[src/rtl/ram_burst_pkg.sv]
// Shared constants and types for the RAM burst reader and its output FIFO.
package ram_burst_pkg;

    // Clocks from address driven to read data valid on the RAM port.
    localparam int RD_LATENCY = 2;

    typedef enum logic [1:0] {
        IDLE  = 2'd0,
        ISSUE = 2'd1,
        DRAIN = 2'd2
    } state_e;

    function automatic int clog2(input int value);
        int r;
        r = 0;
        while ((1 << r) < value) begin
            r = r + 1;
        end
        return r;
    endfunction

endpackage

[src/rtl/stream_fifo.sv]
// Synchronous first-word-fall-through FIFO: dout shows the head whenever empty is low.
module stream_fifo
    import ram_burst_pkg::*;
#(
    parameter int DATA_WIDTH = 16,
    parameter int DEPTH      = 4
) (
    input  logic                    clk,
    input  logic                    rst_n,
    input  logic                    push,
    input  logic                    pop,
    input  logic                    flush,
    input  logic [DATA_WIDTH-1:0]   din,
    output logic [DATA_WIDTH-1:0]   dout,
    output logic [clog2(DEPTH):0]   count,
    output logic                    empty,
    output logic                    full
);

    localparam int AW = clog2(DEPTH);

    logic [DATA_WIDTH-1:0] mem [DEPTH];
    logic [AW-1:0]         wr_ptr;
    logic [AW-1:0]         rd_ptr;
    logic                  do_push;
    logic                  do_pop;

    assign empty   = (count == '0);
    assign full    = (count == (AW + 1)'(DEPTH));
    assign do_pop  = pop && !empty;
    assign do_push = push && (!full || do_pop);
    assign dout    = mem[rd_ptr];

    always_ff @(posedge clk or negedge rst_n) begin
        if (!rst_n) begin
            wr_ptr <= '0;
            rd_ptr <= '0;
            count  <= '0;
            for (int i = 0; i < DEPTH; i++) begin
                mem[i] <= '0;
            end
        end else if (flush) begin
            wr_ptr <= '0;
            rd_ptr <= '0;
            count  <= '0;
        end else begin
            if (do_push) begin
                mem[wr_ptr] <= din;
                wr_ptr      <= wr_ptr + AW'(1);
            end
            if (do_pop) begin
                rd_ptr <= rd_ptr + AW'(1);
            end
            case ({do_push, do_pop})
                2'b10:   count <= count + (AW + 1)'(1);
                2'b01:   count <= count - (AW + 1)'(1);
                default: count <= count;
            endcase
        end
    end

    overflow_check: assert property (@(posedge clk) disable iff (!rst_n)
        !(push && full && !pop && !flush));

endmodule

[src/rtl/ram_burst_reader.sv]
// Burst read master for one RAM port: issues reads against a credit limit and
// streams the returned words through a skid FIFO on a valid/ready interface.
//
// state | meaning
// IDLE  | waiting for start
// ISSUE | issuing reads while words remain and FIFO credit allows
// DRAIN | all reads issued, waiting for the last words to be consumed
module ram_burst_reader
    import ram_burst_pkg::*;
#(
    parameter int DATA_WIDTH = 16,
    parameter int ADDR_WIDTH = 9,
    parameter int LEN_WIDTH  = 10,
    parameter int FIFO_DEPTH = 4
) (
    input  logic                  clk,
    input  logic                  rst_n,
    input  logic                  start,
    input  logic [ADDR_WIDTH-1:0] base,
    input  logic [LEN_WIDTH-1:0]  length,
    input  logic                  abort,
    output logic                  busy,
    output logic                  done,
    output logic [ADDR_WIDTH-1:0] ram_addr,
    output logic                  ram_wr,
    output logic [DATA_WIDTH-1:0] ram_din,
    input  logic [DATA_WIDTH-1:0] ram_dout,
    output logic [DATA_WIDTH-1:0] m_data,
    output logic                  m_valid,
    input  logic                  m_ready
);

    localparam int CW = clog2(FIFO_DEPTH) + 1;

    state_e                  state;
    logic [ADDR_WIDTH-1:0]   addr_cnt;
    logic [LEN_WIDTH-1:0]    issue_left;
    logic [LEN_WIDTH-1:0]    out_left;
    logic [RD_LATENCY-1:0]   vpipe;
    logic [CW-1:0]           fifo_count;
    logic [CW-1:0]           inflight;
    logic [CW:0]             credit_used;
    logic                    fifo_empty;
    logic                    fifo_full;
    logic                    issue;
    logic                    handshake;
    logic                    cancel;
    logic                    finish;

    assign ram_addr = addr_cnt;
    assign ram_wr   = 1'b0;
    assign ram_din  = '0;
    assign m_valid  = !fifo_empty;

    always_comb begin
        inflight = '0;
        for (int i = 0; i < RD_LATENCY; i++) begin
            inflight = inflight + CW'(vpipe[i]);
        end
    end

    // Reserve a FIFO slot for every read still in the RAM pipeline so returning
    // data always has somewhere to land, whatever the consumer does.
    assign credit_used = {1'b0, fifo_count} + {1'b0, inflight} + (CW + 1)'(1);

    assign issue     = (state == ISSUE) && !abort && (issue_left != '0)
                       && (credit_used <= (CW + 1)'(FIFO_DEPTH));
    assign handshake = m_valid && m_ready;
    assign cancel    = (state != IDLE) && abort;
    assign finish    = (state != IDLE) && !abort && handshake
                       && (out_left == LEN_WIDTH'(1));

    always_ff @(posedge clk or negedge rst_n) begin
        if (!rst_n) begin
            state      <= IDLE;
            addr_cnt   <= '0;
            issue_left <= '0;
            out_left   <= '0;
            vpipe      <= '0;
            busy       <= 1'b0;
            done       <= 1'b0;
        end else begin
            done  <= 1'b0;
            vpipe <= {vpipe[RD_LATENCY-2:0], issue};
            case (state)
                IDLE: begin
                    if (start && !abort) begin
                        if (length == '0) begin
                            done <= 1'b1;
                        end else begin
                            addr_cnt   <= base;
                            issue_left <= length;
                            out_left   <= length;
                            busy       <= 1'b1;
                            state      <= ISSUE;
                        end
                    end
                end
                ISSUE, DRAIN: begin
                    if (cancel) begin
                        vpipe <= '0;
                        done  <= 1'b1;
                        busy  <= 1'b0;
                        state <= IDLE;
                    end else begin
                        if (issue) begin
                            addr_cnt   <= addr_cnt + ADDR_WIDTH'(1);
                            issue_left <= issue_left - LEN_WIDTH'(1);
                        end
                        if (handshake) begin
                            out_left <= out_left - LEN_WIDTH'(1);
                        end
                        if (finish) begin
                            done  <= 1'b1;
                            busy  <= 1'b0;
                            state <= IDLE;
                        end else if ((state == ISSUE) && issue
                                     && (issue_left == LEN_WIDTH'(1))) begin
                            state <= DRAIN;
                        end
                    end
                end
                default: state <= IDLE;
            endcase
        end
    end

    stream_fifo #(
        .DATA_WIDTH (DATA_WIDTH),
        .DEPTH      (FIFO_DEPTH)
    ) u_fifo (
        .clk   (clk),
        .rst_n (rst_n),
        .push  (vpipe[RD_LATENCY-1]),
        .pop   (handshake),
        .flush (cancel),
        .din   (ram_dout),
        .dout  (m_data),
        .count (fifo_count),
        .empty (fifo_empty),
        .full  (fifo_full)
    );

    outstanding_check: assert property (@(posedge clk) disable iff (!rst_n)
        ({1'b0, fifo_count} + {1'b0, inflight}) <= (CW + 1)'(FIFO_DEPTH));

    landing_check: assert property (@(posedge clk) disable iff (!rst_n)
        !(vpipe[RD_LATENCY-1] && fifo_full && !handshake && !cancel));

endmodule

[config.mk]
export PLATFORM = sky130hd
export DESIGN_NAME = ram_burst_reader
export DESIGN_NICKNAME = d
export VERILOG_FILES = /design/src/rtl/ram_burst_pkg.sv /design/src/rtl/stream_fifo.sv /design/src/rtl/ram_burst_reader.sv
export SDC_FILE = /design/constraint.sdc
export NUM_CORES = 1
export LEC_CHECK = 0
export CORE_MARGIN = 3
export CORE_UTILIZATION = 43
export DETAILED_ROUTE_END_ITERATION = 10
export PLACE_DENSITY = 0.66
export SLEW_MARGIN = 10
export SYNTH_ARGS = -nofsm -noshare
export SYNTH_HDL_FRONTEND = slang
export SYNTH_SLANG_ARGS = --single-unit
[constraint.sdc]
create_clock -name clk -period 6.2 [get_ports clk]
set_input_delay 0.93 -clock clk [delete_from_list [all_inputs] [get_ports clk]]
set_output_delay 0.93 -clock clk [all_outputs]
set_load 0.1 [all_outputs]
## Word-level counts from Yosys, hierarchy flattened

Index checks and enable logic that the tools add are counted.

| word-level totals | value |
|---|---|
| logic and storage cells | 121 |
| input port bits | 40 |
| register bits | 106 |

| operators by class | value |
|---|---|
| equal/unequal tests | 14 |
| bitwise gates (word level) | 3 |
| add/subtract/negate cells | 10 |
| multiplexer cells | 43 |
| reductions and logical operators | 33 |
| order comparisons | 4 |

Operators with widths:

| cell | count |
|---|---|
| 64-bit bitwise mux | 1 |
| 10-bit two-way mux | 6 |
| 16-bit two-way mux | 3 |
| 10-bit one-hot mux with 2 select lines | 2 |
| 9-bit two-way mux | 4 |
| 16-bit binary-select mux with 2-bit select | 1 |
| 16-bit demux with 2-bit select | 1 |
| 2-bit two-way mux | 11 |
| 10-bit by 1-bit == test with 1-bit output (second input constant) | 2 |
| 10-bit by 1-bit subtractor with 10-bit output (second input constant) | 2 |
| 9-bit one-hot mux with 2 select lines | 1 |
| 1-bit logical AND | 14 |
| 10-bit logical NOT | 1 |
| 2-bit != test (second input constant) | 5 |
| 5-bit AND reduction | 2 |
| 10-bit nonzero test | 1 |
| 9-bit by 1-bit adder with 9-bit output (second input constant) | 1 |
| 1-bit two-way mux | 8 |
| 2-bit nonzero test | 4 |
| 3-bit greater-or-equal comparator (second input constant) | 2 |
| 2-bit inverter with 3-bit output | 2 |
| 3-bit one-hot mux with 2 select lines | 1 |
| 2-bit by 1-bit adder with 2-bit output (second input constant) | 2 |
| 3-bit by 2-bit adder with 4-bit output | 1 |
| other kinds (24) | 29 |

## Depth between registers and ports, before layout

Gate-level depths: netlist (run 1).

| depth | value |
|---|---|
| depth in word-level cells | 11 |
| gate-level depth with buffers | 14 |
| gate-level depth less buffers | 12 |

## Modules after synthesis

Synthesis (run 1) repeated with hierarchy kept, for this count alone.

| second synthesis, totals | value |
|---|---|
| cell total of the unflattened synthesis | 524 |
| area total of the unflattened synthesis | 6,044.5 µm² |

Modules (own cells, without submodules):

| module | area each (µm²) | instances | seq. area each (µm²) | cells an instance |
|---|---|---|---|---|
| stream_fifo | 3,490.8 | 1 | 1,776.7 | 217 |
| ram_burst_reader | 2,553.7 | 1 | 875.8 | 307 |

## Least setup slack after synthesis (run 1)

Ideal clock, no wire load.

| timing | value |
|---|---|
| path type | reg2out |
| start point | register u_fifo.rd_ptr[0] |
| end point | output m_data[10] |
| slack | 3.344 ns |
| data arrival time | 1.926 ns |
| buffers on the path | 2 |
| required time | 5.270 ns |
| cell stages (with the launch flop) | 4 |
| cell sequence | dfrtp_1 > clkbuf_1 > buf_2 > mux4_2 |

| on the way | value |
|---|---|
| word-level cells in the longest chain between the ends | 4 |

Ends and longest elaborated chain:

| element | line | text |
|---|---|---|
| from (decl) | stream_fifo.sv:24 | `logic [AW-1:0] rd_ptr;` |
| from (signal assigned) | stream_fifo.sv:52 | `rd_ptr <= rd_ptr + AW'(1);` |
| 2-bit inverter with 3-bit output (implied by the code) | stream_fifo.sv:32 | `assign dout = mem[rd_ptr];` |
| 16-bit binary-select mux with 2-bit select | stream_fifo.sv:32 |  |
| 16-bit two-way mux (implied by the code) (2 in a row) | stream_fifo.sv:32 |  |
| to (decl) | ram_burst_reader.sv:28 | `output logic [DATA_WIDTH-1:0] m_data,` |

No other way between the ends. The select of a mux whose other input is x is not followed.

## Final worst setup path (run 1)

| timing | value |
|---|---|
| start point | register u_fifo.rd_ptr[0] |
| end point | output m_data[1] |

The elaborated chain is that of the path after synthesis.

==> results of run 1 <==
==> registers in the layout (all words and copies together), names as in the netlist <==
name and flops:
vpipe 2, u_fifo.count 3, done 1, state 2, out_left 10, u_fifo.wr_ptr 2
u_fifo.rd_ptr 2, u_fifo.mem 64, ram_addr 9, issue_left 10, busy 1
==> Yosys cell counts, drive strengths merged, types with 3 or more instances <==
cell / n / area (um2)
nor2b: 4 / 25.02
nor4: 6 / 37.54
nand2: 30 / 122.6
a2bb2oi: 8 / 70.07
and3: 7 / 43.79
inv: 18 / 67.56
o21ai: 15 / 75.07
o22ai: 12 / 75.07
nand2b: 8 / 50.05
or3: 5 / 36.28
buf: 29 / 207.7
clkbuf: 14 / 52.55
mux2: 66 / 743.2
nor2: 26 / 97.59
nor3: 9 / 45.04
nand3: 19 / 95.09
nand4b: 3 / 26.28
mux2i: 3 / 30.03
dfrtp: 106 / 2653
ha: 16 / 200.2
nand4: 7 / 43.79
xnor2: 5 / 43.79
a21oi: 38 / 190.2
mux4: 16 / 360.4
==> cells by family after synthesis <==
| group | count (synthesis) | synth area share (%) |
|---|---|---|
| AO/OA/AOI/OAI | 95 | 10.57 |
| AND/OR/NAND/NOR | 133 | 12.26 |
| flip-flops | 106 | 46.41 |
| buffers and inverters | 61 | 5.735 |
| XOR/XNOR | 6 | 0.9194 |
| other | 1 | 0.06561 |
| multiplexers | 85 | 19.83 |
| adder cells (fa/ha/maj) | 18 | 4.203 |
==> routing by layer <==
metal  vias up  share of wire, %
met2       114                51
li1       1935                 -
met4         0               2.0
met3        21               5.1
met5         -                 0
met1      2050                42
==> worst max-delay path, stage by stage (launching register included) <==
cell                              delay [ps]
sky130_fd_sc_hd__dfrtp_1                 550
sky130_fd_sc_hd__buf_4                   350
sky130_fd_sc_hd__mux4_2                  560
sky130_fd_sc_hd__clkdlybuf4s50_1         980
==> through the flow <==
stage / worst slack (ps) / instance area, um2
floorplan: 3344 / 5776
global placement: 2815 / 6436
detailed placement: 2781 / 6436
CTS: 2409 / 6719
global route: 2346 / 6719
finish: 2482 / 6719
==> layout by cell type, fill, tap and decap left out, types with 3 or more instances in the layout <==
cell type                         instances
sky130_fd_sc_hd__conb_1                  17
sky130_fd_sc_hd__nand2_2                  4
sky130_fd_sc_hd__nand2b_1                 8
sky130_fd_sc_hd__xnor2_1                  5
sky130_fd_sc_hd__mux4_2                  16
sky130_fd_sc_hd__nand2_1                 26
sky130_fd_sc_hd__nor2b_1                  4
sky130_fd_sc_hd__nor2_1                  26
sky130_fd_sc_hd__dfrtp_1                106
sky130_fd_sc_hd__nand4_1                  7
sky130_fd_sc_hd__inv_1                   17
sky130_fd_sc_hd__nand4b_1                 3
sky130_fd_sc_hd__mux2i_1                  3
sky130_fd_sc_hd__inv_6                    4
sky130_fd_sc_hd__a2bb2oi_1                8
sky130_fd_sc_hd__clkdlybuf4s50_1         66
sky130_fd_sc_hd__nor3_1                   9
sky130_fd_sc_hd__o22ai_1                 12
sky130_fd_sc_hd__a21oi_1                 38
sky130_fd_sc_hd__nor4_1                   6
sky130_fd_sc_hd__mux2_2                  66
sky130_fd_sc_hd__clkbuf_16                9
sky130_fd_sc_hd__or3_1                    4
sky130_fd_sc_hd__and3_1                   7
sky130_fd_sc_hd__o21ai_0                 15
sky130_fd_sc_hd__nand3_1                 19
sky130_fd_sc_hd__buf_4                    6
sky130_fd_sc_hd__ha_1                    16
==> layout make-up <==
class	instances	share of cell area [%]
multi-input combinational	354	41.60
sequential	106	39.48
timing repair buffer	72	10.50
clock buffer	10	3.408
tap	172	3.203
inverter	18	1.006
clock inverter	6	0.8007
==> final timing paths <==
path                                               from                           end  slack (ps)  cells past startpoint
min in group asynchronous                         rst_n    u_fifo.mem[16]$_DFFE_PN0P_         560                      1
setup reg to reg            u_fifo.count[0]$_DFFE_PN0P_     issue_left[2]$_DFFE_PN0P_        2840                     12
hold / removal                     state[1]$_DFFE_PN0P_          state[1]$_DFFE_PN0P_         500                      2
max in group asynchronous                         rst_n  u_fifo.wr_ptr[0]$_DFFE_PN0P_        4430                      2
setup / recovery           u_fifo.rd_ptr[0]$_DFFE_PN0P_                     m_data[1]        2480                      3
hold reg to reg                    state[1]$_DFFE_PN0P_          state[1]$_DFFE_PN0P_         500                      2
==> results.txt, run 1 <==
The worst setup path is launched from a flop. The number of post-CTS setup repair buffers came out at 0. The area taken by flip-flops and latches came out at 0.002653 mm2. The async set-or-reset flop fraction in the synthesized netlist came out at 100.0%.

The mean area per synthesized cell came out at 11.32 um2. The number of gates resized after CTS was 0. The first global-routing pass estimated 21.09 mm of wire. Across the routed clock network, the largest skew measured is just over 9 ps. For this configuration, the core starts out at a cell density of 44.57%. Setup repair after global routing left no endpoint under its margin. The worst path uses about three fifths of the clock period.

The initial antenna violation count is 0. The post-DP HPWL came out at 8.916 mm. The number of violations reported at the end of detailed-routing iteration 0 came out at ~290. The number of unique standard cell types used by synthesis came out at 56.

The clock drives about 110 sinks. Yosys printed 0 warnings. The final number of max-transition violations is 0. The measured slew at the worst slew-check pin is around 1000 ps. The aggregate negative setup slack is 0 ps. The met1 demand-to-capacity share in global routing is 22.27%. The biggest fanout along the worst timing path is 13. The count of mapped cells out of synthesis came out at around 510. The synthesized design contains 0 enable-type register cells.

The die is 121.3 um wide. The source-to-sink clock delay at the later pin of the worst-skew pair is between 300 and 400 ps. The maximum number of pins on one net before global-route repair came out at 66. The routed length per placed instance is about 17 um. The synthesized netlist occupies a cell area of 0.005715 mm2. The met2 usage in global routing came out at a little under a third. The count of input and output buffers is 67. The number of DRC violations after detailed routing came out at 0. In this run, synthesis produced a sequential element count of 106. The sequential area share after synthesis came out at about 46%. The number of clock buffers inserted by TritonCTS is 9. For this run, the post-layout net count is 619. The number of nets still failing antenna checks after routing came out at 0.

The overall via count from detail_route came out at 4120. The worst-case hold slack came out at 503.0 ps. The number of hold-repair buffers added at the cts stage is 0.

The remaining global-route overflow is 0. The area of the multi-input gates came out at 0.002795 mm2. STA classifies the critical path endpoint as a primary output.

Setup violations remaining at the end of the flow were counted as 0. The flow ran to the end, and the final reports show no timing, DRC or antenna violations. The standard cell core area came out at 0.01282 mm2. The first TritonRoute pass finished after 5 iterations. The number of failing hold endpoints at the final stage came to 0.

The CTS tree is yes. The clock period minus worst slack is 3718 ps. After detailed routing, the total wire length is between 10 and 15 mm.

Excluding fillers, the count of instances in the completed layout stands at 738. The antenna diode instance count came out at 0. The die covers 0.01471 mm2. The count of standard-cell rows came out at 41. The maximum clock path buffer count is 2.

In this run the most used layer during global routing was met2. In the final layout, the share of cells above drive strength 1 is 20.14%. The final weighted congestion of routability-driven global placement came out at 0.8579.

The overall track demand over capacity in global routing came out at 18.20%. Once placement completed, the tool counted placed cells totaling a little over 700. The area growth from synthesis to layout is 17.56%.

The final core area utilization came out at 52.39%. Global routing used 4.289% of the available met3 tracks. The clock tree root buffer cell is sky130_fd_sc_hd__clkbuf_16. The clock-pin transition on the worst setup and hold timing paths is 70 ps.

The count of maximum capacitance violations is 0. For the worst setup path, the data required time is between 5000 and 6000 ps. The maximum operating frequency is 269.0 MHz. The path type of the worst min-delay path is reg -> reg. The layout has 1138 filler cells. The y dimension of the die came out at 121.3 um. The critical path is of the reg -> out type. The depth of the CTS H-tree is 3. The number of top-level pins came out at 85. The critical path arrival is 2790 ps. The via count of the first global-routing pass came out at 4240. The detail-routed via count per cell is 5.583. The relative slew slack is 31.76%. Among all flip-flop cells after synthesis, the most frequent one is sky130_fd_sc_hd__dfrtp_1.
Power of run 1 is not shown: default switching activity piles up to over one toggle a cycle in this logic, so the estimate is an artifact.
==> run 2, diff against run 1 <==
- PLACE_DENSITY: 0.66 -> 0.68
- clock period: 6.2 -> 3.2 ns (I/O delays scaled with it)
==> results.txt, run 2 (synthesis gave the netlist of run 1 again) <==
Result of the run: complete, no violations (unchanged). The depth of the CTS H-tree is 3 (unchanged). The total detailed-routing wirelength came out at 12.92 mm (was 12.82 mm). The number of flip-flops in the largest register came out at 64 (unchanged). The critical path arrival came out at 3080 ps (was 2790 ps). The first-pass iteration count of the detailed router is 5 (unchanged). The final weighted congestion of routability-driven global placement is 0.8522 (was 0.8579).

The biggest fanout along the worst timing path is 5 (was 13). The number of clock buffers inserted by TritonCTS is 9 (unchanged). The die area is 0.01471 mm2 (unchanged). The horizontal die dimension is 121.3 um (unchanged).

The count of maximum capacitance violations came out at 0 (unchanged). The count of input and output buffers came out at 67 (unchanged). The share of layout cells above drive strength 1 came out at 26.00% (was 20.14%).

Cells along the critical path: inv_1, ha_1, inv_1, ha_1, fa_1, xnor2_1, o21ai_0, or3_4, inv_2, nand2_1, or4_1, o211ai_1 (was buf_4, mux4_2, clkdlybuf4s50_1). The area taken by flip-flops and latches is 0.002653 mm2 (unchanged). The cell type group with the largest total delay on the critical path was simple AND/OR/NAND/NOR gates (was buffers and inverters). The number of violations reported at the end of detailed-routing iteration 0 came out at 254 (was 294). The maximum clock path buffer count came out at 2 (unchanged). The antenna diode instance count was 0 (unchanged). The register bank with the most flops was u_fifo.mem (unchanged). The type of destination of the critical path is a flop (was primary output). The number of buffer and inverter instances along the worst setup path is 3 (was 2). The final net count is 626 (was 619).

The path type of the worst min-delay path is in -> async (was reg -> reg). The CTS tree is yes (unchanged). The cell with the largest stage delay on the worst path is sky130_fd_sc_hd__or4_1 (was sky130_fd_sc_hd__clkdlybuf4s50_1). The number of nets still failing antenna checks after routing came out at 0 (unchanged). The count of clock tree sinks came out at 106 (unchanged). The wire length of the first global-routing pass is 20.74 mm (was 21.09 mm). The overall via count from detail_route is 4244 (was 4120).

The worst endpoint required time came out at 3470 ps (was 5270 ps). The standard cell core area came out at 0.01282 mm2 (unchanged). Static timing analysis puts the maximum clock frequency at 354.7 MHz. The remaining global-route overflow came to 0 (unchanged).

The measured slew at the worst slew-check pin came to 1082 ps (was 1014 ps). The final standard cell area without fillers is 0.006720 mm2 (was 0.006719 mm2). The number of failing hold endpoints at the final stage came out at 0 (unchanged). The final count of negative-setup-slack endpoints is 0 (unchanged).

The relative slew slack is 27.22% (was 31.76%). The worst path uses 88.11% of the clock period. The maximum number of pins on one net before global-route repair is 63 (was 66). The total placed instance area is 0.006431 mm2 (was 0.006436 mm2). The y dimension of the die is 121.3 um (unchanged). The worst setup path category was reg -> reg (was reg -> out). The largest stage delay on the critical path was 520 ps (was 980 ps).

The routed length per placed instance is 17.34 um (was 17.38 um). The clock tree root buffer cell is sky130_fd_sc_hd__clkbuf_16 (unchanged). The post-CTS resize count is 0 (unchanged).

The area added between synthesis and finish came out at 17.58% (was 17.56%). The starting utilization of the core area is 44.57% (unchanged). The initial antenna violation count came out at 0 (unchanged). The area of the multi-input gates was 0.002795 mm2 (unchanged). The number of top-level pins came to 85 (unchanged). The number of instances in the placed design is 729 (was 722). The source-to-sink clock delay at the later pin of the worst-skew pair came out at 350 ps (about the same). The critical path launch point type is a flop (unchanged). The aggregate negative setup slack is 0 ps (unchanged).

Setup repair after global routing missed its margin: no (unchanged). The clock-pin transition on the worst setup and hold timing paths came out at 70 ps (about the same). Largest registers in the final layout: u_fifo.mem: 64 flops, issue_left: 10 flops, out_left: 10 flops (unchanged). Commonest cells after routing, fill and taps aside: sky130_fd_sc_hd__dfrtp_1, sky130_fd_sc_hd__mux2_2, sky130_fd_sc_hd__buf_4 (was sky130_fd_sc_hd__dfrtp_1, sky130_fd_sc_hd__mux2_2, sky130_fd_sc_hd__clkdlybuf4s50_1). For the finished layout, the period the worst path requires is 2820 ps. The detail-routed via count per cell is 5.697 (was 5.583). The layout filler cell count is 1124 (was 1138). The clock skew after layout was 4.586 ps (was 9.192 ps). The post-DP HPWL came out at 8.777 mm (was 8.916 mm).

The count of standard-cell rows was 41 (unchanged). The most common library cell in the layout ignoring fill and taps is sky130_fd_sc_hd__dfrtp_1 (unchanged). The via count of the first global-routing pass came out at 4113 (was 4240). The final standard cell count with taps included and fillers excluded is 745 (was 738). The number of DRC violations after detailed routing came to 0 (unchanged). The overall track demand over capacity in global routing came out at 17.74% (was 18.20%). The final number of max-transition violations was 0 (unchanged). The number of hold-repair buffers added at the cts stage is 0 (unchanged).

The number of post-CTS setup repair buffers is 0 (unchanged).
==> run 2: cell count changes in the layout (fill, tap and decap cells not counted), sizes merged <==
cell and change:
buf +35, inv -3, clkinv +3, clkdlybuf4s50 -28
clkbuf +1, clkinvlp -1
==> run 2: per-stage QoR <==
step	utilization, %	worst slack (ps)	hold slack (ps)
after floorplan	-	386.4	184.4
after global placement	50.15	449.3	480.6
after detailed placement	50.15	417.5	487.0
after CTS	52.40	383.2	172.5
after global routing	52.40	164.8	189.9
final	52.40	380.4	153.7
==> run 2: final cells by class <==
| class | instances | share of cell area, % |
|---|---|---|
| clock buffer | 11 | 3.612 |
| tap | 172 | 3.202 |
| timing repair buffer | 79 | 10.43 |
| sequential | 106 | 39.47 |
| multi-input combinational | 354 | 41.59 |
| clock inverter | 5 | 0.6889 |
| inverter | 18 | 1.005 |
==> run 2: worst paths after layout <==
path / startpoint / end / slack [ps] / depth (start not counted)
worst min register to register: u_fifo.mem[19]$_DFFE_PN0P_ / u_fifo.mem[19]$_DFFE_PN0P_ / 500 / 1
worst min-delay path: rst_n / u_fifo.mem[51]$_DFFE_PN0P_ / 150 / 1
min in group clk: u_fifo.mem[19]$_DFFE_PN0P_ / u_fifo.mem[19]$_DFFE_PN0P_ / 500 / 1
max in group asynchronous: rst_n / ram_addr[6]$_DFFE_PN0P_ / 2310 / 2
worst max register to register: u_fifo.count[0]$_DFFE_PN0P_ / issue_left[2]$_DFFE_PN0P_ / 380 / 12
worst max-delay path: u_fifo.count[0]$_DFFE_PN0P_ / issue_left[2]$_DFFE_PN0P_ / 380 / 12
==> run 2: routing by layer <==
layer | global-route usage [%] | part of all wire [%] | wire length, um
met5 | 0 | 0 | 0
met4 | 6.373 | 2.1 | 272
met3 | 3.823 | 5.1 | 662
met2 | 29.15 | 49 | 6317
met1 | 23.18 | 44 | 5667
Power of run 2 is left out for the same reason.
==> run 3, diff against run 2 <==
- CTS_CLUSTER_DIAMETER: default -> 40
==> results of run 3 <==
Final layout, timing and power as in run 2 (identical DEF).
Power of run 3 is left out for the same reason.
